===== config.mk =====
export PLATFORM = sky130hd
export DESIGN_NAME = ibex_wb_arbiter
export DESIGN_NICKNAME = d
export VERILOG_FILES = /design/src/rtl/ibex_pkg.sv /design/src/rtl/ibex_wb_hold_buf.sv /design/src/rtl/ibex_wb_arbiter.sv
export SDC_FILE = /design/constraint.sdc
export NUM_CORES = 1
export LEC_CHECK = 0
export ABC_AREA = 1
export BUFFER_PORTS_ARGS = -buffer_cell sky130_fd_sc_hd__buf_4
export CAP_MARGIN = 15
export CORE_UTILIZATION = 40
export CTS_BUF_LIST = sky130_fd_sc_hd__clkbuf_4
export CTS_CLUSTER_DIAMETER = 80
export CTS_CLUSTER_SIZE = 25
export DETAILED_ROUTE_END_ITERATION = 8
export MAX_ROUTING_LAYER = met4
export PLACE_DENSITY_LB_ADDON = 0.15
export SETUP_SLACK_MARGIN = 0.15
export SLEW_MARGIN = 20
export SYNTH_ARGS = -nofsm -noshare
export SYNTH_HDL_FRONTEND = slang
export SYNTH_SLANG_ARGS = --single-unit
export TNS_END_PERCENT = 1

===== constraint.sdc =====
create_clock -name clk_i -period 3.4 [get_ports clk_i]
set_clock_uncertainty 0.15 [all_clocks]
set_input_delay 0.51 -clock clk_i [delete_from_list [all_inputs] [get_ports clk_i]]
set_output_delay 0.51 -clock clk_i [all_outputs]
set_load 0.01 [all_outputs]

===== src/rtl/ibex_pkg.sv =====
// rtl/ibex_pkg.sv - writeback arbiter state type and register-address compare helpers
package ibex_pkg;

  typedef enum logic {
    WB_IDLE      = 1'b0,
    WB_LOAD_PEND = 1'b1
  } wb_state_e;

  localparam int unsigned RegAddrW = 5;

  // RV32E only has 16 registers, so the top address bit is ignored in every compare.
  function automatic logic addr_eq(input logic [RegAddrW-1:0] a,
                                   input logic [RegAddrW-1:0] b,
                                   input bit                  rv32e);
    return rv32e ? (a[3:0] == b[3:0]) : (a == b);
  endfunction

  function automatic logic addr_nz(input logic [RegAddrW-1:0] a,
                                   input bit                  rv32e);
    return rv32e ? (a[3:0] != 4'd0) : (a != '0);
  endfunction

endpackage


===== src/rtl/ibex_wb_hold_buf.sv =====
// rtl/ibex_wb_hold_buf.sv - single-entry buffer for an execute result displaced by a load response
module ibex_wb_hold_buf #(
  parameter int unsigned DataWidth = 32
) (
  input  logic                 clk_i,
  input  logic                 rst_ni,
  input  logic                 valid_i,
  input  logic [4:0]           addr_i,
  input  logic [DataWidth-1:0] data_i,
  input  logic                 drain_i,
  output logic                 valid_o,
  output logic [4:0]           addr_o,
  output logic [DataWidth-1:0] data_o
);

  logic                 valid_q, valid_d;
  logic [4:0]           addr_q, addr_d;
  logic [DataWidth-1:0] data_q, data_d;

  always_comb begin
    valid_d = valid_q;
    addr_d  = addr_q;
    data_d  = data_q;
    if (valid_i) begin
      valid_d = 1'b1;
      addr_d  = addr_i;
      data_d  = data_i;
    end else if (drain_i) begin
      valid_d = 1'b0;
    end
  end

  always_ff @(posedge clk_i or negedge rst_ni) begin
    if (!rst_ni) begin
      valid_q <= 1'b0;
      addr_q  <= '0;
      data_q  <= '0;
    end else begin
      valid_q <= valid_d;
      addr_q  <= addr_d;
      data_q  <= data_d;
    end
  end

  assign valid_o = valid_q;
  assign addr_o  = addr_q;
  assign data_o  = data_q;

endmodule


===== src/rtl/ibex_wb_arbiter.sv =====
// rtl/ibex_wb_arbiter.sv - register-file writeback arbiter between execute results and load responses
// Optional collision counter enabled by defining IBEX_WB_PERF_EN.
module ibex_wb_arbiter #(
  parameter bit          RV32E     = 1'b0,
  parameter int unsigned DataWidth = 32
) (
  input  logic                 clk_i,
  input  logic                 rst_ni,
  input  logic                 ex_valid_i,
  input  logic [4:0]           ex_waddr_i,
  input  logic [DataWidth-1:0] ex_wdata_i,
  output logic                 ex_ready_o,
  input  logic                 lsu_req_i,
  input  logic [4:0]           lsu_req_waddr_i,
  input  logic                 lsu_rvalid_i,
  input  logic [DataWidth-1:0] lsu_rdata_i,
  input  logic                 lsu_err_i,
  input  logic [4:0]           raddr_a_i,
  input  logic [4:0]           raddr_b_i,
  output logic                 hazard_a_o,
  output logic                 hazard_b_o,
  output logic                 rf_we_o,
  output logic [4:0]           rf_waddr_o,
  output logic [DataWidth-1:0] rf_wdata_o,
  output logic [31:0]          collide_cnt_o
);

  import ibex_pkg::*;

  wb_state_e            state_q, state_d;
  logic [4:0]           load_addr_q, load_addr_d;
  logic                 buf_valid, buf_load, buf_drain;
  logic [4:0]           buf_addr;
  logic [DataWidth-1:0] buf_data;
  logic                 load_resp, ex_hs;
  logic                 wr_en;
  logic [4:0]           wr_addr;
  logic [DataWidth-1:0] wr_data;

  always_ff @(posedge clk_i or negedge rst_ni) begin
    if (!rst_ni) begin
      state_q     <= WB_IDLE;
      load_addr_q <= '0;
    end else begin
      state_q     <= state_d;
      load_addr_q <= load_addr_d;
    end
  end

  // Only one load may be outstanding, so a request while pending is dropped.
  always_comb begin
    state_d     = state_q;
    load_addr_d = load_addr_q;
    case (state_q)
      WB_IDLE: begin
        if (lsu_req_i) begin
          state_d     = WB_LOAD_PEND;
          load_addr_d = lsu_req_waddr_i;
        end
      end
      WB_LOAD_PEND: begin
        if (lsu_rvalid_i) begin
          state_d = WB_IDLE;
        end
      end
      default: state_d = WB_IDLE;
    endcase
  end

  assign ex_ready_o = ~buf_valid;

  always_comb begin
    load_resp = (state_q == WB_LOAD_PEND) & lsu_rvalid_i;
    ex_hs     = ex_valid_i & ex_ready_o;
    buf_load  = ex_hs & lsu_rvalid_i;
    buf_drain = buf_valid & ~lsu_rvalid_i;
    wr_en     = 1'b0;
    wr_addr   = '0;
    wr_data   = '0;
    // Load response owns the write port; displaced execute results wait in the buffer.
    if (load_resp) begin
      wr_en   = ~lsu_err_i;
      wr_addr = load_addr_q;
      wr_data = lsu_rdata_i;
    end else if (buf_drain) begin
      wr_en   = 1'b1;
      wr_addr = buf_addr;
      wr_data = buf_data;
    end else if (ex_hs && !lsu_rvalid_i) begin
      wr_en   = 1'b1;
      wr_addr = ex_waddr_i;
      wr_data = ex_wdata_i;
    end
    rf_we_o    = wr_en & addr_nz(wr_addr, RV32E);
    rf_waddr_o = rf_we_o ? wr_addr : '0;
    rf_wdata_o = rf_we_o ? wr_data : '0;
    hazard_a_o = addr_nz(raddr_a_i, RV32E) &
                 (((state_q == WB_LOAD_PEND) & addr_eq(raddr_a_i, load_addr_q, RV32E)) |
                  (buf_valid & addr_eq(raddr_a_i, buf_addr, RV32E)));
    hazard_b_o = addr_nz(raddr_b_i, RV32E) &
                 (((state_q == WB_LOAD_PEND) & addr_eq(raddr_b_i, load_addr_q, RV32E)) |
                  (buf_valid & addr_eq(raddr_b_i, buf_addr, RV32E)));
  end

  ibex_wb_hold_buf #(
    .DataWidth(DataWidth)
  ) u_hold_buf (
    .clk_i  (clk_i),
    .rst_ni (rst_ni),
    .valid_i(buf_load),
    .addr_i (ex_waddr_i),
    .data_i (ex_wdata_i),
    .drain_i(buf_drain),
    .valid_o(buf_valid),
    .addr_o (buf_addr),
    .data_o (buf_data)
  );

`ifdef IBEX_WB_PERF_EN
  logic [31:0] collide_cnt_q, collide_cnt_d;

  always_comb begin
    collide_cnt_d = collide_cnt_q + {31'd0, ex_valid_i & lsu_rvalid_i};
  end

  always_ff @(posedge clk_i or negedge rst_ni) begin
    if (!rst_ni) begin
      collide_cnt_q <= '0;
    end else begin
      collide_cnt_q <= collide_cnt_d;
    end
  end

  assign collide_cnt_o = collide_cnt_q;
`else
  assign collide_cnt_o = '0;
`endif

endmodule

# Word level (Yosys, flattened, before mapping)

Index checks and enable logic that the tools add are counted.

Equal/unequal tests: 4
Mux-type cells: 16
Bitwise operators: 17
Reductions and logical operators: 7

Operators by type and width:

| cell                                  | number |
|---|---|
| 32-bit 2-to-1 mux                     | 4 |
| 5-bit == test                         | 4 |
| 5-bit 2-to-1 mux                      | 4 |
| 5-bit nonzero test                    | 3 |
| 1-bit bitwise AND                     | 11 |
| 1-bit 2-to-1 mux                      | 7 |
| 1-bit NOT                             | 4 |
| 1-bit OR                              | 2 |
| 1-bit one-hot mux with 2 select lines | 1 |
| 2-bit AND reduction                   | 1 |
| 2-bit nonzero test                    | 1 |
| 1-bit logical AND                     | 1 |
| 1-bit zero test                       | 1 |

Bits in registers: 44
Bits of input ports: 90
Output and inout bits: 73
Logic and storage cells: 49

# Depth between registers and ports, before layout

Word-level depth: 9
Gate-level depth with buffers: 11

# Modules after synthesis

Synthesis repeated with hierarchy kept, for this count alone.

Cell total of the unflattened synthesis: 497
Area total of the unflattened synthesis: 3,208.1 um^2

Modules (own cells, without submodules):

| module           | times used | cells an instance | area each (um^2) | seq. area each (um^2) |
|---|---|---|---|---|
| ibex_wb_arbiter  | 1          | 336               | 1,734.2          | 150.1 |
| ibex_wb_hold_buf | 1          | 161               | 1,473.9          | 950.9 |

# Worst setup path before layout

OpenSTA, ideal clock, no wires.

Kind: in2out
Start point: in lsu_rvalid_i
End point: out rf_wdata_o[22]
Arrival time: 1.527 ns
Setup slack: 1.213 ns
Stages: 11
Buffers on the path: 2
Cell sequence: inv_2 nand2_2 inv_2 nand2_1 nand3_1 nor2_1 nand3_1 nand2_1 buf_4 buf_6 nor2_1

Cells in the longest elaborated chain, start to end: 8
Elaborated cells between the ends (all ways): 17

RTL lines:

| element             | RTL line              | source |
|---|---|---|
| start: declaration  | ibex_wb_arbiter.sv:15 | `input logic lsu_rvalid_i,` |
| 1-bit zero test     | ibex_wb_arbiter.sv:89 | `end else if (ex_hs && !lsu_rvalid_i) begin` |
| 1-bit logical AND   | ibex_wb_arbiter.sv:89 |  |
| 5-bit 2-to-1 mux    | ibex_wb_arbiter.sv:89 |  |
| 5-bit 2-to-1 mux    | ibex_wb_arbiter.sv:85 | `end else if (buf_drain) begin` |
| 5-bit 2-to-1 mux    | ibex_wb_arbiter.sv:81 | `if (load_resp) begin` |
| 5-bit nonzero test  | ibex_pkg.sv:20        | `return rv32e ? (a[3:0] != 4'd0) : (a != '0);` |
| 1-bit bitwise AND   | ibex_wb_arbiter.sv:94 | `rf_we_o = wr_en & addr_nz(wr_addr, RV32E);` |
| 32-bit 2-to-1 mux * | ibex_wb_arbiter.sv:96 | `rf_wdata_o = rf_we_o ? wr_data : '0;` |
| end: declaration    | ibex_wb_arbiter.sv:24 | `output logic [DataWidth-1:0] rf_wdata_o,` |

Every way passes the cells marked *; elsewhere a longest branch is shown, timed or not.

# Worst setup path after layout

Start point: reg state_q
End point: out rf_waddr_o[2]

Cells in the longest elaborated chain, start to end: 5
Elaborated cells between the ends (all ways): 6

RTL lines:

| element                  | RTL line              | source |
|---|---|---|
| start: declaration       | ibex_wb_arbiter.sv:30 | `wb_state_e state_q, state_d;` |
| start signal: assignment | ibex_wb_arbiter.sv:45 | `state_q <= state_d;` |
| 1-bit bitwise AND *      | ibex_wb_arbiter.sv:73 | `load_resp = (state_q == WB_LOAD_PEND) & lsu_rvalid_i;` |
| 5-bit 2-to-1 mux         | ibex_wb_arbiter.sv:81 |  |
| 5-bit nonzero test       | ibex_pkg.sv:20        |  |
| 1-bit bitwise AND        | ibex_wb_arbiter.sv:94 |  |
| 5-bit 2-to-1 mux *       | ibex_wb_arbiter.sv:95 | `rf_waddr_o = rf_we_o ? wr_addr : '0;` |
| end: declaration         | ibex_wb_arbiter.sv:23 | `output logic [4:0] rf_waddr_o,` |

Marks and branches as above.

==> out/metrics.cfg <==
[worst_setup_path]
cp-end-kind = primary output
worst_ep_arrival_time_ns = 2.15
crit_fanout = 20
startpoint_type = register
required_ns = 2.74
path_class = reg -> out

[detailed_routing]
vias_per_cell = 4.67
post_drt_wl_per_cell_um = 12.1
dr.pass1.iters = 4
drcViolationCount = 0
antenna_left = 0
drt_iter0_drc = 153
route.vias.total = 3131
drt-total-wl_um = 8110

[timing]
setup_violations = 0
whs_ns = -0.0210
max_freq_mhz = 356
hold_viol_final = 12
fin_tns_setup_ns = 0
fin_crit_sh = 0.827
rsz0062_at_grt = no
worst_pin_slew_ns = 0.617
setup_ws_ns = 0.588
maxSlewHeadroom = 0.588
maxSlewViolCount = 0
period_needed_ns = 2.81

[placement]
gp_congestion = 0.848
place.port_buffers = 130
dp_hpwl_um = 6120
pre_cts_slack_ns = 0.737

[floorplanning]
die_area_sq_um = 7910
die_h_um = 89.0
coreArea_sq_um = 7290
pin_count = 163
start_util = 0.415
std_cell_rows = 31
die_w_um = 89.0

[status]
outcome = finished with violations
failed_checks = hold timing

[power]
pwr-share-clk = 0.168
power_frac_comb = 0.366
p_seq_frac = 0.467
switching_share = 0.364
fin_total_pwr_uw = 1500
p_leak_uw = 0.00213
power_switching_uw = 545
powerDensity_nw_per_um2 = 374
cellInternalPower_uw = 953
ir_drop_v = 0.000173

[grt]
grt_pass1_vias = 2792
track_usage = 0.219
grt_max_degree = 45
antenna_found_initial = 0
grt_pass1_wl_um = 13000
overflow = 0

[logic_synthesis]
yosys_warnings = 0
netlist_area_sq_um = 3020
syn_inst = 449
yosysSeqAreaShare = 0.364
synth_cell_types = 24
synth.avg_cell_area_sq_um = 6.74
ys_ff_latch = 44

[clock_tree]
ctsResizeCount = 0
path_clk_slew_ns = 0.14
cts.sinks = 44
cts-root-buf = clkbuf_4
cts-hold-fix-buffers = 0
clk_latency_ns = 0.34
cts_made_buffers = 5
h-tree-depth = 2
clockBufferDepth = 2
cts_tree = built
post_cts.repair.setup_buffers = 0

[cells_and_area]
layout_common_cells = buf_4 (136), nand2_1 (88), o21ai_0 (71)
layout.nets = 661
final_common_cell = buf_4
antennaDiodeCount = 0
drive_gt1_frac = 0.270
post-route-util = 0.549
area_delta_synth_final_pct = 32.4

[flow_run]
cap_violations = 0

[min_path]
hp-class = in -> async

[state kept, by name, indices dropped and copies added (netlist names)]
name	count
load_addr_q	5
state_q	1
u_hold_buf.addr_o	5
u_hold_buf.data_o	32
u_hold_buf.valid_o	1
[through the flow]
stage | cells | cell area (sq um) | hold slack, ns
2_1_floorplan | 480 | 3140 | 0.0644
3_3_place_gp | 663 | 3950 | 0.316
3_5_place_dp | 663 | 3950 | 0.323
4_1_cts | 670 | 4000 | 0.00709
5_1_grt | 670 | 4000 | 0.0103
6_report | 670 | 4000 | -0.0210
[cells in the mapped netlist (all sizes together)]
master,number,area share
nand2,89,0.11
o21ai,72,0.12
inv,59,0.073
nor2,51,0.063
dfrtp,44,0.36
a21oi,43,0.071
buf,37,0.093
clkbuf,15,0.019
nand3,12,0.022
o22ai,7,0.014
nand4,5,0.010
mux2,4,0.015
nor3,4,0.0066
xor2,3,0.0087
conb,1,0.0012
o211a,1,0.0033
o211ai,1,0.0025
xnor2,1,0.0029
[critical path, stage by stage (launching register included)]
cell	delay [ns]
dfrtp_1	0.42
nand2_1	0.12
inv_2	0.29
nand2_1	0.11
nand3_1	0.12
nor2_1	0.06
nand3_1	0.07
nand2_1	0.07
buf_4	0.20
nor2_1	0.19
buf_4	0.16
[per-layer routing]
layer	GRT usage	up-vias	part of all wire
met3	0.0397	6	0.071
met5	-	-	0
li1	-	1614	-
met1	0.285	1379	0.46
met4	0.0519	0	0.0084
met2	0.359	132	0.46
[cells by family after synthesis]
family / Yosys count / share of synthesized area
simple gates: 161 / 0.213
compound gates: 124 / 0.211
buf+inv: 111 / 0.185
flops: 44 / 0.364
xor+xnor: 4 / 0.0116
mux: 4 / 0.0149
other cells: 1 / 0.00124
[worst paths after layout]
kind / start / end / slack, ns / cells past startpoint
max in group asynchronous: rst_ni / u_hold_buf.data_o[25] / 2.71 / 1
worst max register to register: u_hold_buf.valid_o / u_hold_buf.addr_o[4] / 1.31 / 5
worst min-delay path: rst_ni / u_hold_buf.data_o[5] / -0.02 / 1
worst max-delay path: state_q / rf_waddr_o[2] / 0.59 / 10
worst min register to register: u_hold_buf.data_o[0] / u_hold_buf.data_o[0] / 0.35 / 2
min in group clk_i: lsu_rvalid_i / state_q / 0.23 / 2
[power groups by stage]
stage | Clock [uW] | Sequential [uW] | Combinational, uW
finish | 251 | 699 | 548
global route | 285 | 716 | 625
CTS | 258 | 700 | 552
detailed placement | 0 | 710 | 550
global placement | 0 | 707 | 540
floorplan | 0 | 684 | 362
[cell type report]
class                           count  area [sq um]
Tap cell                           99           124
Inverter                           59           221
Fill cell                         771          3290
Multi-Input combinational cell    325          1490
Clock inverter                      1          5.00
Timing Repair Buffer              136          1020
Sequential cell                    44          1100
Clock buffer                        6          45.0
Note: power is estimated with default switching activity, not from simulation.
